===== src/rtl/imm_pkg.sv =====
// Immediate-format encodings shared by the immediate generator and the control unit.
package imm_pkg;
  typedef logic [2:0] imm_type_t;

  localparam imm_type_t IMM_I = 3'b000;
  localparam imm_type_t IMM_S = 3'b001;
  localparam imm_type_t IMM_B = 3'b010;
  localparam imm_type_t IMM_U = 3'b011;
  localparam imm_type_t IMM_J = 3'b100;
  localparam imm_type_t IMM_Z = 3'b101;
endpackage


===== src/rtl/imm_extract.sv =====
// Combinational RV immediate extraction: builds a 32-bit value, then sign-extends it to XLEN.
module imm_extract
  import imm_pkg::*;
#(
  parameter int XLEN = 64
) (
  input  logic [31:0]     instr,
  input  imm_type_t       imm_type,
  output logic [XLEN-1:0] imm,
  output logic            illegal
);
  logic [31:0] raw;

  // Z is zero-extended into raw, so bit 31 is 0 and the final sign-extension is harmless.
  always_comb begin
    raw     = '0;
    illegal = 1'b0;
    case (imm_type)
      IMM_I:   raw = {{20{instr[31]}}, instr[31:20]};
      IMM_S:   raw = {{20{instr[31]}}, instr[31:25], instr[11:7]};
      IMM_B:   raw = {{19{instr[31]}}, instr[31], instr[7], instr[30:25], instr[11:8], 1'b0};
      IMM_U:   raw = {instr[31:12], 12'b0};
      IMM_J:   raw = {{11{instr[31]}}, instr[31], instr[19:12], instr[20], instr[30:21], 1'b0};
      IMM_Z:   raw = {27'b0, instr[19:15]};
      default: illegal = 1'b1;
    endcase
  end

  assign imm = XLEN'($signed(raw));
endmodule


===== src/rtl/imm_gen_pipe.sv =====
// Registered immediate generator: extracts on entry, buffers {imm, tag, illegal} in a 2-deep skid queue.
module imm_gen_pipe
  import imm_pkg::*;
#(
  parameter int XLEN  = 64,
  parameter int TAG_W = 64
) (
  input  logic             clk,
  input  logic             rst,
  input  logic             flush,
  input  logic             in_valid,
  output logic             in_ready,
  input  logic [31:0]      in_instr,
  input  imm_type_t        in_imm_type,
  input  logic [TAG_W-1:0] in_tag,
  output logic             out_valid,
  input  logic             out_ready,
  output logic [XLEN-1:0]  out_imm,
  output logic [TAG_W-1:0] out_tag,
  output logic             out_illegal
);
  generate
    if (XLEN != 32 && XLEN != 64) begin : g_bad_xlen
      $error("imm_gen_pipe: XLEN must be 32 or 64");
    end
  endgenerate

  typedef struct packed {
    logic [XLEN-1:0]  imm;
    logic [TAG_W-1:0] tag;
    logic             illegal;
  } entry_t;

  entry_t          mem [2];
  entry_t          last_q;
  entry_t          head;
  entry_t          in_ent;
  logic            wr_ptr, rd_ptr;
  logic [1:0]      count;
  logic            push, pop;
  logic [XLEN-1:0] ext_imm;
  logic            ext_ill;

  imm_extract #(.XLEN(XLEN)) u_extract (
    .instr    (in_instr),
    .imm_type (in_imm_type),
    .imm      (ext_imm),
    .illegal  (ext_ill)
  );

  assign in_ready  = ~count[1];
  assign out_valid = (count != 2'd0);
  assign push      = in_valid & in_ready;
  assign pop       = out_valid & out_ready;
  assign in_ent    = '{imm: ext_imm, tag: in_tag, illegal: ext_ill};

  // When empty, outputs show the last popped entry rather than a stale slot.
  assign head        = out_valid ? mem[rd_ptr] : last_q;
  assign out_imm     = head.imm;
  assign out_tag     = head.tag;
  assign out_illegal = head.illegal;

  always_ff @(posedge clk) begin
    if (rst) begin
      count  <= '0;
      wr_ptr <= 1'b0;
      rd_ptr <= 1'b0;
      last_q <= '0;
      mem[0] <= '0;
      mem[1] <= '0;
    end else if (flush) begin
      count  <= '0;
      wr_ptr <= 1'b0;
      rd_ptr <= 1'b0;
    end else begin
      if (push) begin
        mem[wr_ptr] <= in_ent;
        wr_ptr      <= ~wr_ptr;
      end
      if (pop) begin
        last_q <= mem[rd_ptr];
        rd_ptr <= ~rd_ptr;
      end
      count <= count + {1'b0, push} - {1'b0, pop};
    end
  end
endmodule


===== config.mk =====
export PLATFORM = sky130hd
export DESIGN_NAME = imm_gen_pipe
export DESIGN_NICKNAME = d
export VERILOG_FILES = /design/src/rtl/imm_pkg.sv /design/src/rtl/imm_extract.sv /design/src/rtl/imm_gen_pipe.sv
export SDC_FILE = /design/constraint.sdc
export NUM_CORES = 1
export LEC_CHECK = 0
export CORE_MARGIN = 2
export CORE_UTILIZATION = 50
export CTS_CLUSTER_DIAMETER = 40
export DETAILED_ROUTE_END_ITERATION = 10
export PLACE_DENSITY = 0.84
export SLEW_MARGIN = 20
export SYNTH_ARGS = -nofsm -noshare
export SYNTH_HDL_FRONTEND = slang
export SYNTH_SLANG_ARGS = --single-unit

===== constraint.sdc =====
create_clock -name clk -period 9 [get_ports clk]
set_input_delay 1.35 -clock clk [delete_from_list [all_inputs] [get_ports clk]]
set_output_delay 1.35 -clock clk [all_outputs]
set_load 0.05 [all_outputs]

==> flow_summary.rst, run 1 <==
.. list-table::
   :header-rows: 1

   * - Metric
     - Value
   * - Instance count of the mapped netlist
     - 1,218
   * - Wire length per cell
     - between 15 and 20 µm
   * - Post-layout minimum cycle time
     - 5303 ps
   * - Type of element capturing the critical path
     - output pin
   * - Overall track demand over capacity in global routing
     - between 20% and 30%
   * - VDD IR-drop max
     - between 0.15 and 0.2 mV
   * - Wire length on met1
     - between 10,000 and 15,000 µm
   * - Number of cells on the critical path
     - 5
   * - Internal power component
     - 2.821 mW
   * - Measured slew at the worst slew-check pin
     - approximately 1100 ps
   * - Clock tree root driver cell
     - sky130_fd_sc_hd__clkbuf_16
   * - Detail Route Antenna Nets
     - 0
   * - Maximum cell stage delay along the critical path
     - between 900 and 1000 ps
   * - Startpoint types
     - register
   * - Register cell area after layout
     - ~7900 µm²
   * - Initial DRT Pass Iterations
     - 5
   * - Top Ports
     - about 240
   * - Fmax achieved
     - roughly 190 MHz
   * - Data required time at the worst endpoint
     - between 7000 and 8000 ps
   * - Syn avg cell area
     - between 10 and 15 µm²
   * - Sequential power share
     - 38.5%
   * - Switching power total
     - around 1.2 mW
   * - Warning count from the yosys run
     - 0
   * - Port bufs
     - roughly 230
   * - Kind of path behind the tightest hold check
     - register to register
   * - Max Cap Violations
     - 0
   * - Multi-input logic area
     - 4987 µm²
   * - Flop and latch count out of synthesis
     - just under 300
   * - Dpl ws
     - ~4000 ps
   * - Pin count of the biggest net entering global routing
     - approximately 120
   * - Nets
     - 1,457
   * - Total power per unit cell area
     - 233.4 nW/µm²
   * - Combinational fraction of design power
     - between 10% and 20%
   * - Cells after DPL
     - 1,648
   * - HPWL after DPL
     - between 15,000 and 20,000 µm
   * - Gate family responsible for the most delay along the worst path
     - buffers and inverters
   * - Setup TNS
     - 0 ps
   * - Relative area change from synthesis to final layout
     - 26.36%
   * - Chip width
     - between 150 and 200 µm
   * - Setup repair after global routing missed its margin
     - false
   * - Worst path buffer plus inverter count
     - 2
   * - Die area
     - approximately 28,000 µm²
   * - Number of sinks on the clock net
     - 296
   * - Quantity of gates resized following cts
     - 0
   * - CTS H-tree depth
     - 2
   * - Number of global-route vias before repair
     - 10,044
   * - First-pass GRT wire length
     - ~52,000 µm
   * - Routed vias
     - slightly above 10,000
   * - Routed length on met3
     - around 2500 µm
   * - FILL cells
     - between 1,500 and 2,000
   * - Period utilization
     - 58.92%
   * - Total of hold buffers inserted after clock tree synthesis
     - 0
   * - Data arrival at the endpoint of the critical path
     - between 3000 and 4000 ps
   * - Via density per instance
     - roughly 6.0
   * - Cell depth of the worst min-delay path
     - 2
   * - Top layer used by detailed routing
     - met4
   * - Routed length on met2
     - ~16,000 µm
   * - Setup ws final
     - roughly 3700 ps
   * - Leakage component of the power
     - ~5.8 nW
   * - Global placement routability congestion
     - 0.7474
   * - Row cnt
     - 60
   * - Clk_lat worst skew
     - ~530 ps
   * - Total core area
     - between 20,000 and 30,000 µm²
   * - Placed standard-cell area
     - ~16,000 µm²
   * - Inserted Clock Buffers
     - 42
   * - Initial antenna violation count
     - 2
   * - Status
     - complete, no violations
   * - CTS tree
     - done
   * - Worst Clk Skew
     - 16.32 ps
   * - Number of distinct library cells after synthesis
     - 37
   * - Fraction of final layout cells sized beyond drive strength 1
     - ~7.7%
   * - Congestion Overflow GR
     - 0
   * - Clock-pin slew reported for the worst setup and hold paths after clock tree synthesis
     - around 60 ps
   * - Max FO, Critical Path
     - 67
   * - Initial detailed-routing violation count
     - between 800 and 900
   * - Proportion of power drawn by the clock network
     - a little over two fifths
   * - Portion of the post-synthesis area used by sequential elements
     - 57.99%
   * - Final number of max-transition violations
     - 0
   * - Total setup buffers inserted after CTS
     - 0
   * - Cell area after synthesis
     - ~14,000 µm²
   * - CP Cell Sequence
     - or2_4 > buf_4 > nor2_1 > a21oi_4 > clkdlybuf4s50_1
   * - Number of flops mapped to enable cells by yosys
     - roughly 190
   * - Total count of hold-check failures in the final report
     - 0
   * - Relative slew margins
     - around a quarter
   * - Async set-reset flop share out of synthesis
     - 0%
   * - Detailed-route DRC error count
     - 0
   * - Routed wire length
     - 33,240 µm
   * - Worst Reg-to-Reg Cells
     - 5
   * - Fin area
     - between 15,000 and 20,000 µm²
   * - Net count after synthesis
     - 1,324
   * - CP max-delay cell
     - sky130_fd_sc_hd__clkdlybuf4s50_1
   * - Initial Util
     - about 51%
   * - Dominant synthesized flop cell
     - sky130_fd_sc_hd__edfxtp_1
   * - Switching share of power
     - between 20 and 30%
   * - Post-route non-filler standard cell count
     - approximately 1,700
   * - Setup Crit Path Kind
     - register to output pin
   * - Floorplan die height
     - approximately 170 µm
   * - Final number of setup-violating endpoints
     - 0
   * - CTS max path bufs
     - 3
   * - Final standard cell utilization of the core
     - between 60% and 70%
worst paths after layout:
kind | from | slack (ps) | end
setup / recovery | count[1] | 3700 | out_imm[56]
hold / removal | last_q[48] | 520 | last_q[48]
setup reg to reg | count[1] | 5850 | mem[0][72]
hold reg to reg | last_q[48] | 520 | last_q[48]
placed cells by master, fill, tap and decap left out, types with 4 or more instances in the layout:
cell | synthesis | final
sky130_fd_sc_hd__a211oi_1 | 8 | 8
sky130_fd_sc_hd__a21oi_1 | 212 | 211
sky130_fd_sc_hd__a21oi_2 | 5 | 5
sky130_fd_sc_hd__a221oi_1 | 4 | 4
sky130_fd_sc_hd__a311oi_1 | 98 | 98
sky130_fd_sc_hd__and2_1 | 141 | 141
sky130_fd_sc_hd__and4b_1 | 8 | 8
sky130_fd_sc_hd__buf_4 | 32 | 15
sky130_fd_sc_hd__bufinv_16 | 0 | 6
sky130_fd_sc_hd__clkbuf_16 | 0 | 43
sky130_fd_sc_hd__clkdlybuf4s50_1 | 0 | 226
sky130_fd_sc_hd__clkinv_1 | 1 | 5
sky130_fd_sc_hd__clkinv_2 | 0 | 6
sky130_fd_sc_hd__clkinvlp_4 | 0 | 6
sky130_fd_sc_hd__dfxtp_1 | 102 | 101
sky130_fd_sc_hd__edfxtp_1 | 194 | 194
sky130_fd_sc_hd__inv_6 | 0 | 7
sky130_fd_sc_hd__mux2_2 | 5 | 5
sky130_fd_sc_hd__mux2i_1 | 97 | 97
sky130_fd_sc_hd__nand2_1 | 14 | 14
sky130_fd_sc_hd__nor2_1 | 129 | 129
sky130_fd_sc_hd__nor3_1 | 7 | 7
sky130_fd_sc_hd__nor4bb_1 | 13 | 13
sky130_fd_sc_hd__xnor2_1 | 4 | 4
cell usage after synthesis, types with 4 or more instances:
| library cell | instances | area share (%) |
|---|---|---|
| sky130_fd_sc_hd__nor4bb_1 | 13 | 0.96 |
| sky130_fd_sc_hd__buf_2 | 18 | 0.66 |
| sky130_fd_sc_hd__a221oi_1 | 4 | 0.26 |
| sky130_fd_sc_hd__a211oi_1 | 8 | 0.44 |
| sky130_fd_sc_hd__and4b_1 | 8 | 0.59 |
| sky130_fd_sc_hd__a21oi_1 | 212 | 7.8 |
| sky130_fd_sc_hd__mux2i_1 | 97 | 7.2 |
| sky130_fd_sc_hd__nand2_1 | 14 | 0.39 |
| sky130_fd_sc_hd__xnor2_1 | 4 | 0.26 |
| sky130_fd_sc_hd__dfxtp_1 | 102 | 15 |
| sky130_fd_sc_hd__a21oi_2 | 5 | 0.32 |
| sky130_fd_sc_hd__a311oi_1 | 98 | 6.3 |
| sky130_fd_sc_hd__nor3_1 | 7 | 0.26 |
| sky130_fd_sc_hd__buf_4 | 32 | 1.8 |
| sky130_fd_sc_hd__edfxtp_1 | 194 | 43 |
| sky130_fd_sc_hd__clkbuf_1 | 97 | 2.7 |
| sky130_fd_sc_hd__mux2_2 | 5 | 0.41 |
| sky130_fd_sc_hd__nor2_1 | 129 | 3.6 |
| sky130_fd_sc_hd__and2_1 | 141 | 6.5 |
tightest hold or removal path: cells and delay by family, from the launching register on:
kind	cells	cell delay, ps
AOI/OAI and AO/OA	2	170
DFF	1	310
cell families (layout without fill, tap and decap cells):
| group | Yosys count | after routing | synth area share [%] |
|---|---|---|---|
| AOI/OAI and AO/OA | 329 | 329 | 15.26 |
| xor gates and xnor gates | 4 | 4 | 0.2582 |
| adders and majority gates | 3 | 3 | 0.2582 |
| buffers and inverters | 156 | 323 | 5.533 |
| DFF | 296 | 296 | 57.99 |
| muxes | 102 | 102 | 7.571 |
| other | 0 | 2 | 0 |
| and+or+nand+nor | 328 | 328 | 13.13 |
per-layer routing:
metal  up-vias  global-route usage (%)
met2       494                   38.52
met3        92                   3.998
met5         -                       0
li1       4754                       -
met1      4952                   29.09
met4         0                   10.16
through the flow:
stage	power (mW)	hold WS, ps
6_report	4.001	520.7
5_1_grt	4.131	543.8
4_1_cts	4.026	523.7
3_5_place_dp	2.349	517.7
3_3_place_gp	2.334	508.2
2_1_floorplan	2.108	492.8
cell type report:
type | count | share of cell area, %
multi-input combinational | 766 | 29.09
antenna | 2 | 0.02919
timing repair buffer | 241 | 13.85
clock buffer | 45 | 6.320
clock inverter | 33 | 2.197
sequential | 296 | 45.91
tap | 341 | 2.489
inverter | 4 | 0.1168
flip-flops by register name (all words and copies together) (netlist names), named ones only:
register  count
last_q       97
mem         194
rd_ptr        1
count         2
wr_ptr        1
power by group through the flow:
stage	registers [mW]	logic (mW)	clock network, mW
finish	1.54	0.787	1.67
detailed placement	1.57	0.783	0
CTS	1.54	0.788	1.70
global route	1.55	0.829	1.76
floorplan	1.56	0.547	0
global placement	1.56	0.772	0
Note: power is estimated with default switching activity, not from simulation.
==> inputs of run 2 (changes only) <==
==> constraint.sdc (replaced) <==
create_clock -name clk -period 5.2 [get_ports clk]
set_input_delay 0.78 -clock clk [delete_from_list [all_inputs] [get_ports clk]]
set_output_delay 0.78 -clock clk [all_outputs]
set_load 0.05 [all_outputs]
==> flow_summary.rst, run 2 (same netlist as run 1, synthesis figures left out) <==
.. list-table::
   :header-rows: 1

   * - Metric
     - Value
   * - Status
     - complete, no violations
   * - Reg with most FFs
     - mem
   * - Total setup buffers inserted after CTS
     - 0
   * - Initial antenna violation count
     - 0
   * - Via density per instance
     - roughly 5.8
   * - Slack of the worst reg-to-reg path
     - between 2000 and 3000 ps
   * - Die area
     - roughly 28,000 µm²
   * - Setup Crit Path Kind
     - register to output pin
   * - Nets
     - between 1,000 and 1,500
   * - First-pass GRT wire length
     - about 52,000 µm
   * - Inserted Clock Buffers
     - between 40 and 50
   * - Design Power
     - 6.906 mW
   * - Number of sinks on the clock net
     - 296
   * - Initial detailed-routing violation count
     - slightly below 700
   * - CTS tree
     - done
   * - Fraction of final layout cells sized beyond drive strength 1
     - under 10%
   * - Overall track demand over capacity in global routing
     - 22.90%
   * - Data arrival at the endpoint of the critical path
     - 3340 ps
   * - FILL cells
     - 1,966
   * - CTS max path bufs
     - 3
   * - Global placement routability congestion
     - ~0.8
   * - Commonest cells after routing, fill and taps aside
     - 226 x sky130_fd_sc_hd__clkdlybuf4s50_1, 211 x sky130_fd_sc_hd__a21oi_1, 194 x sky130_fd_sc_hd__edfxtp_1
   * - Total power per unit cell area
     - roughly 400 nW/µm²
   * - Fmax achieved
     - ~240 MHz
   * - Type of element capturing the critical path
     - output pin
   * - VDD IR-drop max
     - around 0.22 mV
   * - Kind of path behind the tightest hold check
     - register to register
   * - Largest register FFs
     - 194
   * - Worst Clk Skew
     - about 15 ps
   * - Total of hold buffers inserted after clock tree synthesis
     - 0
   * - Final number of max-transition violations
     - 0
   * - Floorplan die height
     - between 150 and 200 µm
   * - Startpoint types
     - register
   * - Max Cap Violations
     - 0
   * - Data required time at the worst endpoint
     - 4420 ps
   * - Quantity of gates resized following cts
     - 0
   * - Clock tree root driver cell
     - sky130_fd_sc_hd__clkbuf_16
   * - Initial Util
     - between 50% and 60%
   * - HPWL after DPL
     - 19,490 µm
   * - Wire length per cell
     - ~19 µm
   * - Final number of setup-violating endpoints
     - 0
   * - Clk_lat worst skew
     - between 500 and 600 ps
   * - Pin count of the biggest net entering global routing
     - ~130
   * - Most common cell after layout, fill and taps aside
     - sky130_fd_sc_hd__clkdlybuf4s50_1
   * - Top Ports
     - 235
   * - Initial DRT Pass Iterations
     - 5
   * - Setup TNS
     - 0 ps
   * - Final worst hold slack
     - approximately 520 ps
   * - Congestion Overflow GR
     - 0
   * - Relative slew margins
     - 30.11%
   * - Detailed-route DRC error count
     - 0
   * - Row cnt
     - 60
   * - Fin area
     - 17,210 µm²
   * - Measured slew at the worst slew-check pin
     - about 1000 ps
   * - Max FO, Critical Path
     - 93
   * - Clock-pin slew reported for the worst setup and hold paths after clock tree synthesis
     - about 50 ps
   * - Dpl ws
     - about 1500 ps
   * - Routed vias
     - between 10,000 and 15,000
   * - Cells after DPL
     - roughly 1,700
   * - CTS H-tree depth
     - 2
   * - Period utilization
     - between 70 and 80%
   * - Leakage component of the power
     - 5.793 nW
   * - Chip width
     - roughly 170 µm
   * - Setup repair after global routing missed its margin
     - false
   * - Setup ws final
     - approximately 1100 ps
   * - Post-route non-filler standard cell count
     - 1,731
   * - Total count of hold-check failures in the final report
     - 0
   * - Relative area change from synthesis to final layout
     - 26.86%
   * - Post-layout minimum cycle time
     - slightly above 4000 ps
   * - Routed wire length
     - around 33,000 µm
   * - Placed standard-cell area
     - ~16,000 µm²
   * - Total core area
     - approximately 27,000 µm²
   * - Port bufs
     - around 230
   * - Detail Route Antenna Nets
     - 0
   * - Final standard cell utilization of the core
     - between 60% and 70%
   * - Registers with the most flip-flops
     - mem (194), last_q (97), count (2)
   * - Number of global-route vias before repair
     - roughly 10,000
## run 2: changes by cell type in the layout (fill, tap and decap cells not counted), moves of 2 or more
| cell | change |
|---|---|
| sky130_fd_sc_hd__clkinv_2 | -4 |
| sky130_fd_sc_hd__buf_4 | +2 |
| sky130_fd_sc_hd__buf_12 | +4 |
| sky130_fd_sc_hd__clkinv_8 | -2 |
| sky130_fd_sc_hd__clkinv_4 | +4 |
| sky130_fd_sc_hd__clkinv_1 | -3 |
## run 2: critical path, stage by stage, from the launching register on
cell	delay (ps)
sky130_fd_sc_hd__dfxtp_1	420
sky130_fd_sc_hd__or2_4	850
sky130_fd_sc_hd__buf_4	450
sky130_fd_sc_hd__nor2_1	90
sky130_fd_sc_hd__a21oi_1	160
sky130_fd_sc_hd__clkdlybuf4s50_1	850
## run 2: report_power, final
| part | switching, mW | total (mW) | internal (mW) |
|---|---|---|---|
| Sequential | 0.0439 | 2.66 | 2.62 |
| Clock | 1.08 | 2.88 | 1.80 |
| Combinational | 0.928 | 1.37 | 0.440 |
| Total | 2.05 | 6.91 | 4.86 |
## run 2: final timing paths
path | startpoint | endpoint | cells past startpoint
max reg2reg | count[1] | mem[0][17] | 5
max | count[1] | out_imm[9] | 5
min reg2reg | last_q[45] | last_q[45] | 2
min | last_q[45] | last_q[45] | 2
## run 2: layout make-up
| class | instances | area (µm²) | area share [%] |
|---|---|---|---|
| sequential | 296 | 7871 | 45.73 |
| multi-input combinational | 766 | 4984 | 28.95 |
| antenna | 1 | 2.502 | 0.01454 |
| clock buffer | 47 | 1101 | 6.397 |
| inverter | 4 | 20.02 | 0.1163 |
| timing repair buffer | 247 | 2470 | 14.35 |
| tap | 341 | 426.7 | 2.479 |
| clock inverter | 29 | 337.8 | 1.963 |
## run 2: per-layer routing
metal | vias to the layer above | GRT usage, % | wire (µm)
met4 | 0 | 7.834 | 782
met3 | 59 | 3.788 | 1865
li1 | 4749 | - | -
met1 | 4914 | 29.31 | 13830
met5 | - | 0 | 0
met2 | 370 | 39.58 | 16770
==> inputs of run 3 (changes only) <==
--- a/config.mk
+++ b/config.mk
@@ -6,7 +6,7 @@
 export NUM_CORES = 1
 export LEC_CHECK = 0
 export CORE_MARGIN = 2
-export CORE_UTILIZATION = 50
+export CORE_UTILIZATION = 48
 export CTS_CLUSTER_DIAMETER = 40
 export DETAILED_ROUTE_END_ITERATION = 10
 export PLACE_DENSITY = 0.84
==> constraint.sdc (replaced) <==
create_clock -name clk -period 3.6 [get_ports clk]
set_input_delay 0.54 -clock clk [delete_from_list [all_inputs] [get_ports clk]]
set_output_delay 0.54 -clock clk [all_outputs]
set_load 0.05 [all_outputs]
==> flow_summary.rst, run 3 (same netlist as run 1, synthesis figures left out) <==
.. list-table::
   :header-rows: 1

   * - Metric
     - Value
   * - Status
     - complete, no violations
   * - Clock-pin slew reported for the worst setup and hold paths after clock tree synthesis
     - roughly 60 ps
   * - Registers with the most flip-flops
     - mem (194), last_q (97), count (2)
   * - Floorplan die height
     - approximately 170 µm
   * - Period utilization
     - 95.20%
   * - Initial Util
     - about half
   * - Setup repair after global routing missed its margin
     - false
   * - Fmax achieved
     - 291.8 MHz
   * - Initial DRT Pass Iterations
     - 5
   * - Worst R2R Start
     - count[1]
   * - Port bufs
     - around 230
   * - Number of global-route vias before repair
     - approximately 10,000
   * - Largest register FFs
     - ~190
   * - Dpl ws
     - 602.4 ps
   * - Die area
     - slightly below 30,000 µm²
   * - Relative area change from synthesis to final layout
     - 29.84%
   * - Reg with most FFs
     - mem
   * - Final worst hold slack
     - approximately 500 ps
   * - Clock tree root driver cell
     - sky130_fd_sc_hd__clkbuf_16
   * - Detailed-route DRC error count
     - 0
   * - Leakage component of the power
     - roughly 6.0 nW
   * - Detail Route Antenna Nets
     - 0
   * - Measured slew at the worst slew-check pin
     - roughly 970 ps
   * - Row cnt
     - 61
   * - Quantity of gates resized following cts
     - 0
   * - Crit. Startpoint
     - count[1]
   * - Clk_lat worst skew
     - 520 ps
   * - Min-Delay Endpoint
     - last_q[57]
   * - Chip width
     - 172.1 µm
   * - VDD IR-drop max
     - between 0.3 and 0.4 mV
   * - Congestion Overflow GR
     - 0
   * - Overall track demand over capacity in global routing
     - between 20 and 25%
   * - Max Cap Violations
     - 0
   * - Routed wire length
     - 34,130 µm
   * - Total of hold buffers inserted after clock tree synthesis
     - 0
   * - Nets
     - 1,473
   * - Data arrival at the endpoint of the critical path
     - between 2000 and 3000 ps
   * - Worst Reg-to-Reg Cells
     - 4
   * - Worst Clk Skew
     - roughly 18 ps
   * - CTS max path bufs
     - 3
   * - Cell depth of the worst min-delay path
     - 2
   * - Top Ports
     - approximately 240
   * - Initial antenna violation count
     - 2
   * - Post-layout minimum cycle time
     - 3427 ps
   * - Commonest cells after routing, fill and taps aside
     - 211 x sky130_fd_sc_hd__a21oi_1, 194 x sky130_fd_sc_hd__edfxtp_1, 186 x sky130_fd_sc_hd__clkdlybuf4s50_1
   * - First-pass GRT wire length
     - between 50,000 and 60,000 µm
   * - Initial detailed-routing violation count
     - a little over 800
   * - Final number of setup-violating endpoints
     - 0
   * - Worst r2r dst
     - mem[0][64]
   * - Launch instance of the worst min-delay path
     - last_q[57]
   * - Final number of max-transition violations
     - 0
   * - Fin area
     - 17,620 µm²
   * - Max FO, Critical Path
     - 23
   * - Total power per unit cell area
     - about 560 nW/µm²
   * - Routed vias
     - around 10,000
   * - FILL cells
     - 2,056
   * - Relative slew margins
     - 35.22%
   * - Most common cell after layout, fill and taps aside
     - sky130_fd_sc_hd__a21oi_1
   * - Multi-input logic area
     - 4986 µm²
   * - Setup ws final
     - around 170 ps
   * - HPWL after DPL
     - about 21,000 µm
   * - Type of element capturing the critical path
     - output pin
   * - Global placement routability congestion
     - 0.7873
   * - Via density per instance
     - just under 6
   * - Slack of the worst reg-to-reg path
     - about 1400 ps
   * - CTS H-tree depth
     - 2
   * - Placed standard-cell area
     - between 15,000 and 20,000 µm²
   * - Register cell area after layout
     - 7871 µm²
   * - Data required time at the worst endpoint
     - roughly 3100 ps
   * - Inserted Clock Buffers
     - 40
   * - Setup TNS
     - 0 ps
   * - Wire length per cell
     - approximately 19 µm
   * - Startpoint types
     - register
   * - Setup Crit Path Kind
     - register to output pin
   * - Fraction of final layout cells sized beyond drive strength 1
     - 11.29%
   * - Number of sinks on the clock net
     - a little under 300
   * - CTS tree
     - done
   * - Kind of path behind the tightest hold check
     - register to register
   * - Total core area
     - between 20,000 and 30,000 µm²
   * - Pin count of the biggest net entering global routing
     - about 200
   * - Total count of hold-check failures in the final report
     - 0
## run 3: changes by cell type in the layout (fill, tap and decap cells not counted), moves of 5 or more
cell / change
sky130_fd_sc_hd__inv_6: -5
sky130_fd_sc_hd__clkinv_2: +7
sky130_fd_sc_hd__clkdlybuf4s50_1: -40
sky130_fd_sc_hd__clkbuf_1: +6
sky130_fd_sc_hd__buf_4: +14
sky130_fd_sc_hd__clkinvlp_4: -5
sky130_fd_sc_hd__buf_12: +37
## run 3: power by group
group          leakage (nW)  total (mW)  internal (mW)  switching (mW)
Combinational          2.52        2.14          0.755            1.38
Clock                 0.664        3.92           2.44            1.48
Sequential             2.84        3.84           3.78          0.0603
Total                  6.02        9.90           6.98            2.92
## run 3: worst max path at each step
stage / cells after the start / end / slack, ps
detailed placement: 5 / out_tag[34] / 600
floorplan: 6 / out_imm[32] / 60
global route: 5 / out_tag[34] / 70
CTS: 5 / out_tag[34] / 50
global placement: 5 / out_imm[25] / 640
finish: 5 / out_tag[34] / 170
## run 3: layer usage
layer / vias to the layer above / share of wire, % / global-route usage [%] / routed length [µm]
li1: 4778 / - / - / -
met3: 83 / 7.8 / 4.028 / 2679
met2: 448 / 50 / 38.01 / 16940
met4: 0 / 3.9 / 9.974 / 1326
met1: 4969 / 39 / 27.39 / 13190
met5: - / 0 / 0 / 0
## run 3: critical path, cell delays in order, from the launching register on
cell                              delay, ps
sky130_fd_sc_hd__dfxtp_1                470
sky130_fd_sc_hd__or2_4                  410
sky130_fd_sc_hd__buf_4                  330
sky130_fd_sc_hd__nor2_1                  70
sky130_fd_sc_hd__a21oi_1                220
sky130_fd_sc_hd__clkdlybuf4s50_1        850
## run 3: repair_timing
action,4_1_cts,5_1_grt
buffers inserted,0,0
endpoints found under the hold margin,0,0
endpoints found under the setup margin,0,12
## run 3: metrics by stage
stage | std cells | power, mW | util (%)
floorplan | 1218 | 5.261 | -
global placement | 1702 | 5.998 | 58.53
detailed placement | 1702 | 6.038 | 58.53
CTS | 1776 | 9.942 | 63.36
global route | 1778 | 10.20 | 63.39
finish | 1780 | 9.897 | 63.41
## run 3: cell type report
class / count / area share, %
Sequential cell: 296 / 44.68
Multi-Input combinational cell: 767 / 28.30
Timing Repair Buffer: 258 / 16.55
Clock buffer: 53 / 6.378
Tap cell: 378 / 2.685
Clock inverter: 21 / 1.250
Inverter: 4 / 0.1136
Antenna cell: 3 / 0.04261
